<file path="config.mk">
export PLATFORM = sky130hd
export DESIGN_NAME = wrr_arbiter
export DESIGN_NICKNAME = d
export VERILOG_FILES = /design/src/rtl/wrr_pkg.sv /design/src/rtl/wrr_arbiter_rr_pick.sv /design/src/rtl/wrr_arbiter.sv
export SDC_FILE = /design/constraint.sdc
export NUM_CORES = 1
export LEC_CHECK = 0
export ABC_AREA = 1
export BUFFER_PORTS_ARGS = -buffer_cell sky130_fd_sc_hd__buf_2
export CAP_MARGIN = 15
export CORE_MARGIN = 2
export CORE_UTILIZATION = 30
export DETAILED_ROUTE_END_ITERATION = 6
export PLACE_DENSITY = 0.53
export SYNTH_ARGS = -nofsm -noshare
export SYNTH_HDL_FRONTEND = slang
export SYNTH_HIERARCHICAL = 1
export SYNTH_SLANG_ARGS = --single-unit
</file>
<file path="constraint.sdc">
create_clock -name i_clk -period 4.2 [get_ports i_clk]
set_clock_uncertainty 0.1 [all_clocks]
set_input_delay 0.21 -clock i_clk [delete_from_list [all_inputs] [get_ports i_clk]]
set_output_delay 0.21 -clock i_clk [all_outputs]
set_load 0.005 [all_outputs]
</file>
<file path="src/rtl/wrr_pkg.sv">
// Shared types and helpers for the weighted round-robin arbiter.
// Default weight of 1 makes the arbiter behave as plain round-robin.
package wrr_pkg;

  localparam int MAX_N = 64;
  localparam int W_DEF = 4;
  localparam int DEF_WEIGHT = 1;

  typedef logic [W_DEF-1:0] weight_t;

  function automatic logic [5:0] onehot_to_idx(
    input logic [MAX_N-1:0] oh
  );
    logic [5:0] idx;
    idx = '0;
    for (int i = 0; i < MAX_N; i++) begin
      if (oh[i]) idx = idx | 6'(i);
    end
    return idx;
  endfunction

endpackage

</file>
<file path="src/rtl/wrr_arbiter_rr_pick.sv">
// Rotating find-first-set: first set bit of req at or after ptr.
// Uses a doubled request vector so no modulo logic is needed.
module rr_pick
  import wrr_pkg::*;
#(
  parameter int N = 8,
  localparam int IW = $clog2(N)
) (
  input  logic [N-1:0]  req,
  input  logic [IW-1:0] ptr,
  output logic          found,
  output logic [IW-1:0] idx
);

  logic [2*N-1:0] dbl;
  logic [N-1:0]   rot;
  logic [IW:0]    off;
  logic [IW:0]    sum;

  always_comb begin
    dbl = {req, req} >> ptr;
    rot = dbl[N-1:0];
    off = '0;
    for (int i = N - 1; i >= 0; i--) begin
      if (rot[i]) off = (IW+1)'(i);
    end
    sum = {1'b0, ptr} + off;
    if (sum >= (IW+1)'(N)) sum = sum - (IW+1)'(N);
    idx   = sum[IW-1:0];
    found = |req;
  end

endmodule

</file>
<file path="src/rtl/wrr_arbiter.sv">
// Weighted round-robin arbiter with per-owner lock and registered
// one-hot grant, grant index and grant-valid outputs.
module wrr_arbiter
  import wrr_pkg::*;
#(
  parameter int N = 8,
  parameter int W = 4,
  localparam int IW = $clog2(N)
) (
  input  logic            i_clk,
  input  logic            i_rstn,
  input  logic            i_en,
  input  logic [N-1:0]    i_req,
  input  logic [N-1:0]    i_lock,
  input  logic [N*W-1:0]  i_weight,
  input  logic            i_weight_load,
  output logic [N-1:0]    o_gnt,
  output logic [IW-1:0]   o_gnt_idx,
  output logic            o_gnt_valid
);

  logic [N-1:0][W-1:0] wgt;
  logic [IW-1:0]       ptr;
  logic [W-1:0]        cnt;
  logic                own_vld;

  logic [N-1:0]        gnt_nxt;
  logic [IW-1:0]       idx_nxt;
  logic                vld_nxt;
  logic [IW-1:0]       ptr_nxt;
  logic [W-1:0]        cnt_nxt;
  logic                own_nxt;

  logic                found;
  logic [IW-1:0]       pick;
  logic [N-1:0]        pick_oh;
  logic [MAX_N-1:0]    oh_ext;
  logic [W-1:0]        pick_w;
  logic                hold;

  rr_pick #(.N(N)) u_pick (
    .req   (i_req),
    .ptr   (ptr),
    .found (found),
    .idx   (pick)
  );

  always_comb begin
    gnt_nxt = o_gnt;
    idx_nxt = o_gnt_idx;
    vld_nxt = o_gnt_valid;
    ptr_nxt = ptr;
    cnt_nxt = cnt;
    own_nxt = own_vld;

    pick_oh = N'(1) << pick;
    oh_ext  = '0;
    oh_ext[N-1:0] = pick_oh;
    pick_w  = wgt[pick];
    if (pick_w == '0) pick_w = W'(1);

    hold = own_vld && i_req[o_gnt_idx] &&
           ((cnt != '0) || i_lock[o_gnt_idx]);

    if (hold) begin
      if (cnt != '0) cnt_nxt = cnt - W'(1);
    end else if (found) begin
      gnt_nxt = pick_oh;
      idx_nxt = IW'(onehot_to_idx(oh_ext));
      vld_nxt = 1'b1;
      own_nxt = 1'b1;
      cnt_nxt = pick_w - W'(1);
      ptr_nxt = (pick == IW'(N - 1)) ? '0 : pick + IW'(1);
    end else begin
      gnt_nxt = '0;
      vld_nxt = 1'b0;
      own_nxt = 1'b0;
      cnt_nxt = '0;
    end
  end

  always_ff @(posedge i_clk) begin
    if (!i_rstn) begin
      o_gnt       <= '0;
      o_gnt_idx   <= '0;
      o_gnt_valid <= 1'b0;
      ptr         <= '0;
      cnt         <= '0;
      own_vld     <= 1'b0;
    end else if (i_en) begin
      o_gnt       <= gnt_nxt;
      o_gnt_idx   <= idx_nxt;
      o_gnt_valid <= vld_nxt;
      ptr         <= ptr_nxt;
      cnt         <= cnt_nxt;
      own_vld     <= own_nxt;
    end
  end

  // A zero weight is stored as 1 so credit math never underflows.
  always_ff @(posedge i_clk) begin
    if (!i_rstn) begin
      for (int k = 0; k < N; k++) wgt[k] <= W'(DEF_WEIGHT);
    end else if (i_weight_load) begin
      for (int k = 0; k < N; k++) begin
        wgt[k] <= (i_weight[k*W +: W] == '0) ?
                  W'(1) : i_weight[k*W +: W];
      end
    end
  end

endmodule

</file>
==> metrics, run 1 <==
status=finished, final reports clean; RSZ-0062 raised after global routing=false; first-pass GRT wire length=14.7 mm; CTS tree=yes; core area=11,400 um^2; data required time of the critical path=4280 ps; Hold/Removal Path Class=in -> reg; Post-CTS Hold Buffers=0; final hold violation count=0; sequential group share of total power=0.238; sw frac=0.477; Max Freq=274 MHz; gpl congestion=0.842; Initial Util=0.307; initial DRC count=approximately 190; clk_lat worst skew=280 ps; drt wl/cell=about 11 um; Rel. slew slack=0.423; # H-tree levels=2; initial antenna violation count=0; crit path max fanout=16; largest cells by area after synthesis=dfxtp_1, nand2_1, inv_1, nand3_1, a21oi_1; Syn-to-layout area delta=15.1%; Synth Register Bits=51; Comb power frac=0.597; Clk pwr share=0.165; Synth area leader=dfxtp_1; I/O pin count=64; Final min period=about 3600 ps; Syn Inst Count=between 500 and 600; DIE AREA=12,500 um^2; DRC errors left=0; port bufs=63; total global routing overflow=0; count of cell types in the netlist=35; via/cell ratio=4.62; setup_tns=0 ps; Max-Cap Viols=0; Die Y=112 um; register area share after synthesis=0.293; max-slew violations=0; Setup Viol. Count Final=0; synthesized area=3490 um^2; R2R depth=26; Psw=about 0.0013 W; worst slew pin tran=861 ps; syn_area_per_cell=6.41 um^2; hpwl dp=around 6.4 mm; P_leak=~2 nW; commonest non-fill, non-tap cell in the layout=nand2_1; number of global-route vias before repair=roughly 3,300; via count=3,406; CP Data Arrival Time=3730 ps; clk root buf=clkbuf_16; YS warnings=6; fraction of layout cells with a size suffix above 1=0.214; GRT Overall Usage=0.137; CP startpoint kind=flop; fin nets=between 600 and 700; cts bufs inserted=5; Rows=39; largest net degree at the start of global routing=39; Power Dens Cells=673 nW/um^2; worst hold path stage count=2; period utilization=0.869; post-route setup slack=550 ps; Antenna Nets Post-Route=0; internal power=0.00141 W; drt pass-1 iters=4; Post CTS Setup Buffer Count=0; Clock transition at path regs=70 ps; DP Worst Slack=247 ps; most frequent cells in the layout=nand2_1, inv_1, buf_2, nand3_1, dfxtp_1; Die Wd=112 um; # clock sinks=51; Synth Net Count=605; n_diodes=0; CP Capture Type=flop; maximum VDD drop=0.246 mV; clock buffer depth=2; Yosys top cell area share=0.293; Routed WL=between 8 and 9 mm; critical path class=reg -> reg
-- final cells by class --
class	instances	area, um^2
Timing Repair Buffer	65	330
Tap cell	143	179
Clock inverter	1	30.0
Inverter	90	354
Sequential cell	51	1020
Multi-Input combinational cell	381	1970
Fill cell	1267	7350
Clock buffer	6	129
-- logic make-up after synthesis --
logic type | after synthesis | synth area share
and+or+nand+nor | 278 | 0.371
AOI/OAI and AO/OA | 91 | 0.152
DFF | 51 | 0.293
buffers and inverters | 112 | 0.143
adders and majority gates | 9 | 0.0344
xor gates and xnor gates | 3 | 0.00753
-- critical path, stage by stage, from the launching register on --
cell and delay [ps]:
dfxtp_2 480, inv_6 90, nand2_2 80, nand3_2 60, nand2_1 90, nand2_1 80
nand2_1 70, nand2_1 40, nand2_1 50, nand2_1 40, nand2_1 60, nand2_1 40
a21oi_1 130, ha_1 160, inv_1 40, fa_1 370, xor2_1 160, nand3b_1 170
nand2_1 110, clkinvlp_4 250, ha_1 340, inv_1 80, o21ai_0 110, a21oi_1 150
nand2_1 70, nand2_1 70, nor2_1 40
-- state kept, by name, indices dropped and copies added (netlist names) --
name and flops:
ptr 3, cnt 4, own_vld 1, o_gnt 8
wgt 32, o_gnt_idx 3
-- Yosys cell counts, drive strengths merged --
cell / instances
o211ai: 5
dfxtp: 51
nor2: 18
nor4: 7
buf: 12
clkinv: 3
o21bai: 2
a21oi: 46
nand3b: 2
ha: 8
nand2: 188
inv: 87
clkbuf: 9
o21ai: 35
o41ai: 3
nand3: 61
dlygate4sd1: 1
fa: 1
nand4: 2
xor2: 3
-- power groups by stage --
stage | Combinational, W | Clock [W] | Sequential [W]
6_report | 0.00161 | 0.000446 | 0.000642
5_1_grt | 0.00189 | 0.000478 | 0.000653
4_1_cts | 0.00163 | 0.000456 | 0.000642
3_5_place_dp | 0.00161 | 0 | 0.000652
3_3_place_gp | 0.00160 | 0 | 0.000650
2_1_floorplan | 0.00133 | 0 | 0.000612
-- per-layer routing --
metal / vias up / global-route usage / share of wire
li1: 1825 / - / -
met1: 1503 / 0.190 / 0.50
met2: 73 / 0.223 / 0.44
met4: 0 / 0.0305 / 0.0084
met5: - / 0 / 0
met3: 5 / 0.0245 / 0.052
-- stage by stage --
step | hold WS, ps | total power (W) | instances | utilization | instance area [um^2]
after CTS | 10.4 | 0.00273 | 737 | 0.353 | 4010
after floorplan | 199 | 0.00194 | 544 | - | 3490
final | 10.7 | 0.00270 | 737 | 0.353 | 4020
after global placement | 301 | 0.00225 | 730 | 0.339 | 3850
after detailed placement | 309 | 0.00226 | 730 | 0.339 | 3850
after global routing | 8.02 | 0.00303 | 737 | 0.353 | 4020
-- worst paths after layout --
check | start | to | slack, ps
max | ptr[0] | o_gnt_idx[1] | 550
min | i_weight[14] | wgt[12] | 10
max reg2reg | ptr[0] | o_gnt_idx[1] | 550
min reg2reg | wgt[5] | wgt[5] | 360
-- timing repair --
action | CTS | global route
gates resized for setup | 0 | 3
endpoints found under the hold margin | 0 | 0
setup endpoints to repair | 0 | 5
Note: power is estimated with default switching activity, not from simulation.
==> run 2, diff against run 1 <==
- CORE_UTILIZATION: 30 -> 56
- PLACE_DENSITY: 0.53 -> 0.85
==> run 2 against run 1 <==
Effect of this change:
- routed wire length is 7.9% lower
- sequential cell count stayed put
- worst hold slack worse by 4.5 ps
- count of clock-buffer cells in the layout stayed put
- highest routed layer unchanged
==> metrics, run 2 (synthesis results as in run 1) <==
status=finished, final reports clean; P_leak=2.03 nW; first-pass GRT wire length=13.6 mm; hpwl dp=5.89 mm; gpl congestion=0.849; commonest non-fill, non-tap cell in the layout=nand2_1; critical path cell sequence=inv_6, nand2_2, nand3_1, nand2_1, nand2_1, nand2_1, nand2_1, nand2_1, nand2_1, a21oi_1, ha_1, inv_1, fa_1, xor2_1, nand3b_1, nand2_1, clkinvlp_4, ha_1, inv_1, o21ai_0, a21oi_1, nand2_1, nand2_1, nor2_1; # H-tree levels=2; Hold/Removal Path Class=in -> reg; initial antenna violation count=0; Most flops, register=wgt; Power Dens Cells=approximately 650 nW/um^2; CP Data Arrival Time=about 3800 ps; fillers=roughly 550; port bufs=63; I/O pin count=64; crit path max fanout=16; Syn-to-layout area delta=11.8%; Max Freq=about 270 MHz; number of global-route vias before repair=approximately 3,300; drt wl/cell=11.4 um; core area=5960 um^2; Die Wd=between 80 and 90 um; cts bufs inserted=5; CP max stage cell=dfxtp_2; Setup Viol. Count Final=0; critical path class=reg -> reg; GRT Overall Usage=0.228; Clock transition at path regs=~90 ps; # clock sinks=51; largest registers=wgt: 32 flops, o_gnt: 8 flops, cnt: 4 flops; Rows=28; total global routing overflow=0; initial DRC count=roughly 120; clk root buf=clkbuf_8; Die Y=82.9 um; Post CTS Setup Buffer Count=0; Antenna Nets Post-Route=0; Max stage delay on crit path=480 ps; most frequent cells in the layout=nand2_1, inv_1, buf_2, nand3_1, dfxtp_1; via count=3,518; Routed WL=7.67 mm; CP startpoint kind=flop; data required time of the critical path=4310 ps; setup_tns=0 ps; largest net degree at the start of global routing=39; Finished Core Util=0.655; CP Capture Type=flop; RSZ-0062 raised after global routing=false; CTS tree=yes; clock buffer depth=2; Max-Cap Viols=0; Initial Util=0.586; Largest register FFs=32; maximum VDD drop=about 0.29 mV; Rel. slew slack=0.450; fraction of layout cells with a size suffix above 1=0.212; DIE AREA=6880 um^2; DRC errors left=0; Most common cell on crit path=nand2_1; fin nets=~660; max-slew violations=0; final hold violation count=0; drt pass-1 iters=4; period utilization=0.873; worst slew pin tran=820 ps; clk_lat worst skew=300 ps; Final min period=3670 ps; n_diodes=0; via/cell ratio=5.23
[run 2: power by group]
| part | switching [W] | leakage [nW] | internal [W] | total [W] |
|---|---|---|---|---|
| clock network | 0.000151 | 0.0470 | 0.000129 | 0.000280 |
| registers | 0.0000753 | 0.423 | 0.000562 | 0.000637 |
| logic | 0.00104 | 1.56 | 0.000568 | 0.00160 |
[run 2: cell type report]
cell class | count | area, um^2 | share of cell area
Multi-Input combinational cell | 381 | 1970 | 0.505
Sequential cell | 51 | 1020 | 0.262
Timing Repair Buffer | 69 | 373 | 0.0956
Inverter | 90 | 354 | 0.0908
Tap cell | 75 | 93.8 | 0.0241
Clock buffer | 6 | 82.6 | 0.0212
Clock inverter | 1 | 5.00 | 0.00128
[run 2: path summary, 6_finish.rpt]
check	from	endpoint	slack [ps]	cells past startpoint
max reg2reg	ptr[0]	o_gnt_idx[0]	530	24
min reg2reg	wgt[13]	wgt[13]	360	2
min	i_weight[15]	wgt[12]	6	2
max	ptr[0]	o_gnt_idx[0]	530	24
[run 2: critical path: cells and delay by family (launching register included)]
family          cells  cell delay, ps
simple gates       13            1110
fa+ha+maj           3             850
flops               1             480
buf+inv             4             460
compound gates      3             390
xor+xnor            1             160
[run 2: through the flow]
step,instance area [um^2],hold slack (ps),std cells,power [W],setup slack (ps)
after floorplan,3490,199,544,0.00194,1090
after global placement,3760,299,661,0.00219,476
after detailed placement,3760,308,661,0.00222,351
after CTS,3890,2.68,673,0.00252,308
after global routing,3900,15.9,673,0.00279,140
final,3900,6.23,673,0.00252,532
[run 2: repair_timing]
item | 4_1_cts | 5_1_grt
hold endpoints to repair | 3 | 0
resized for setup | 0 | 3
hold buffers | 5 | 0
setup endpoints to repair | 0 | 5
[run 2: layer usage]
metal	track usage	share of wire
met3	0.0398	0.050
met2	0.412	0.48
met1	0.274	0.45
met5	0	0
met4	0.0715	0.011
==> run 3, diff against run 2 <==
- CORE_UTILIZATION: 56 -> 48
- PLACE_DENSITY: 0.85 -> 0.78
- clock period: 4.2 -> 3.23 ns (I/O delays scaled with it)
==> run 3 against run 2 <==
Effect of this change:
- clock power up 38%
- total power up 61%
- sequential power up 28%
- register-to-register slack worse by 560 ps
- critical path type unchanged
- die area up 16%
- largest power group unchanged
- critical path depth up 2
- utilization down 1.7 points
- cell area up 17%
- sequential share of layout area down 3.7 points
- non-clock buffer count up 38
- the flow now finishes with violations (negative setup slack)
- maximum frequency up 13%
- combinational power up 78%
==> metrics, run 3 (synthesis results as in run 1) <==
status=finished, violations left; failing checks=negative setup slack; Largest register FFs=32; CP Buf/Inv Count=7; CP top delay family=simple AND/OR/NAND/NOR gates; drt wl/cell=12.0 um; DIE AREA=about 8000 um^2; Rows=31; first-pass GRT wire length=14.5 mm; Clk pwr share=0.095; cts bufs inserted=5; initial DRC count=220; crit path max fanout=7; clk root buf=clkbuf_8; reg2reg start=ptr[0]; Finished Cell Area=roughly 4600 um^2; CP startpoint kind=flop; met3 Use GR=0.0305; clk_lat worst skew=310 ps; Placement Cell Area=3980 um^2; total power=0.00405 W; Hold/Removal Path Class=in -> reg; Power Dens Cells=889 nW/um^2; total global routing overflow=0; port bufs=63; Most flops, register=wgt; # H-tree levels=2; most frequent cells in the layout=nand2_1, inv_1, buf_2, dfxtp_1, nand3_1; Rel. slew slack=0.602; Psw=~0.002 W; number of global-route vias before repair=3,420; CP Data Arrival Time=approximately 3300 ps; post-route setup slack=-23.4 ps; sw frac=0.501; Comb power frac=0.703; data required time of the critical path=3310 ps; Max-Cap Viols=0; critical path class=reg -> reg; gpl congestion=0.892; Clock transition at path regs=90 ps; Initial Util=0.489; critical hold path startpoint=i_weight[24]; Final min period=approximately 3300 ps; r2r endpoint=o_gnt_idx[2]; core area=7140 um^2; # clock sinks=about 50; CTS tree=yes; worst hold path stage count=3; fin nets=697; largest net degree at the start of global routing=39; Setup Viol. Count Final=2; maximum VDD drop=about 0.48 mV; largest registers=wgt: 32 flops, o_gnt: 8 flops, cnt: 4 flops; sequential group share of total power=0.201; register-to-register setup slack=-20 ps; R2R depth=26; commonest non-fill, non-tap cell in the layout=nand2_1; Most common cell on crit path=nand2_1; Die Y=roughly 89 um; period utilization=1.01; CP Capture Type=flop; Antenna Nets Post-Route=0; DRC errors left=0; RSZ-0062 raised after global routing=true; initial antenna violation count=0; Routed WL=8.83 mm; final hold violation count=0; P_leak=2.31 nW; fraction of layout cells with a size suffix above 1=0.341; n_diodes=0; worst hold slack=14.3 ps; via/cell ratio=5.06; Syn-to-layout area delta=30.6%; drt pass-1 iters=4; Max stage delay on crit path=between 300 and 400 ps; I/O pin count=64; met2 usage=0.399; hpwl dp=6.15 mm; Max Freq=307 MHz; met1 Usage GRT=0.287; Die Wd=89.3 um; internal power=0.00202 W; GRT Overall Usage=0.224; CP max stage cell=dfxtp_4; Most Crowded Layer GR=met2; clock buffer depth=2; worst slew pin tran=597 ps; Hold Crit Endpoint=wgt[24]; max-slew violations=0; via count=3,724
run 3: cell count changes in the layout (fill, tap and decap cells not counted), sizes merged:
cell	change
clkinv	-1
clkbuf	-1
inv	+4
dlygate4sd3	+6
clkinvlp	-1
buf	+32
run 3: power by group through the flow:
stage,logic (W),registers [W],clock network [W]
finish,0.00285,0.000815,0.000387
global route,0.00316,0.000829,0.000424
CTS,0.00251,0.000815,0.000398
detailed placement,0.00226,0.000819,0
global placement,0.00220,0.000816,0
floorplan,0.00173,0.000796,0
run 3: worst min-delay path: cells and delay by family:
family,cells,cell delay (ps)
AO/OA/AOI/OAI,2,140
buffers and inverters,1,80
run 3: what timing repair did:
action / 4_1_cts / 5_1_grt
pin swaps: 22 / 26
hold buffers: 11 / 0
hold endpoints to repair: 11 / 0
gates resized for setup: 57 / 40
setup buffers: 10 / 1
endpoints found under the setup margin: 9 / 17
cloned: 0 / 0
run 3: how the worst max path moves through the flow:
stage	start	end	slack, ps	cells past startpoint
after CTS	ptr[1]	cnt[2]	5	29
final	ptr[0]	o_gnt_idx[2]	-20	26
after global placement	ptr[0]	cnt[0]	-110	26
after detailed placement	ptr[0]	cnt[2]	-180	29
after floorplan	ptr[0]	cnt[2]	120	29
after global routing	ptr[0]	cnt[3]	-250	27
run 3: routing by layer:
metal	vias up	wire length, um
li1	1908	-
met1	1706	3960
met2	97	4400
met3	13	335
met4	0	129
met5	-	0
run 3: layout make-up:
class | instances | area [um^2]
Clock buffer | 5 | 68.8
Fill cell | 644 | 2580
Multi-Input combinational cell | 381 | 2230
Clock inverter | 3 | 28.8
Tap cell | 99 | 124
Timing Repair Buffer | 107 | 719
Sequential cell | 51 | 1030
Inverter | 90 | 363
run 3: metrics by stage:
step,cells,setup TNS (ps),util,setup slack [ps]
6_report,736,-25.5,0.638,-23.4
5_1_grt,736,-2180,0.638,-247
4_1_cts,735,0,0.618,5.15
3_5_place_dp,707,-1170,0.557,-178
3_3_place_gp,707,-472,0.557,-106
2_1_floorplan,544,0,-,118
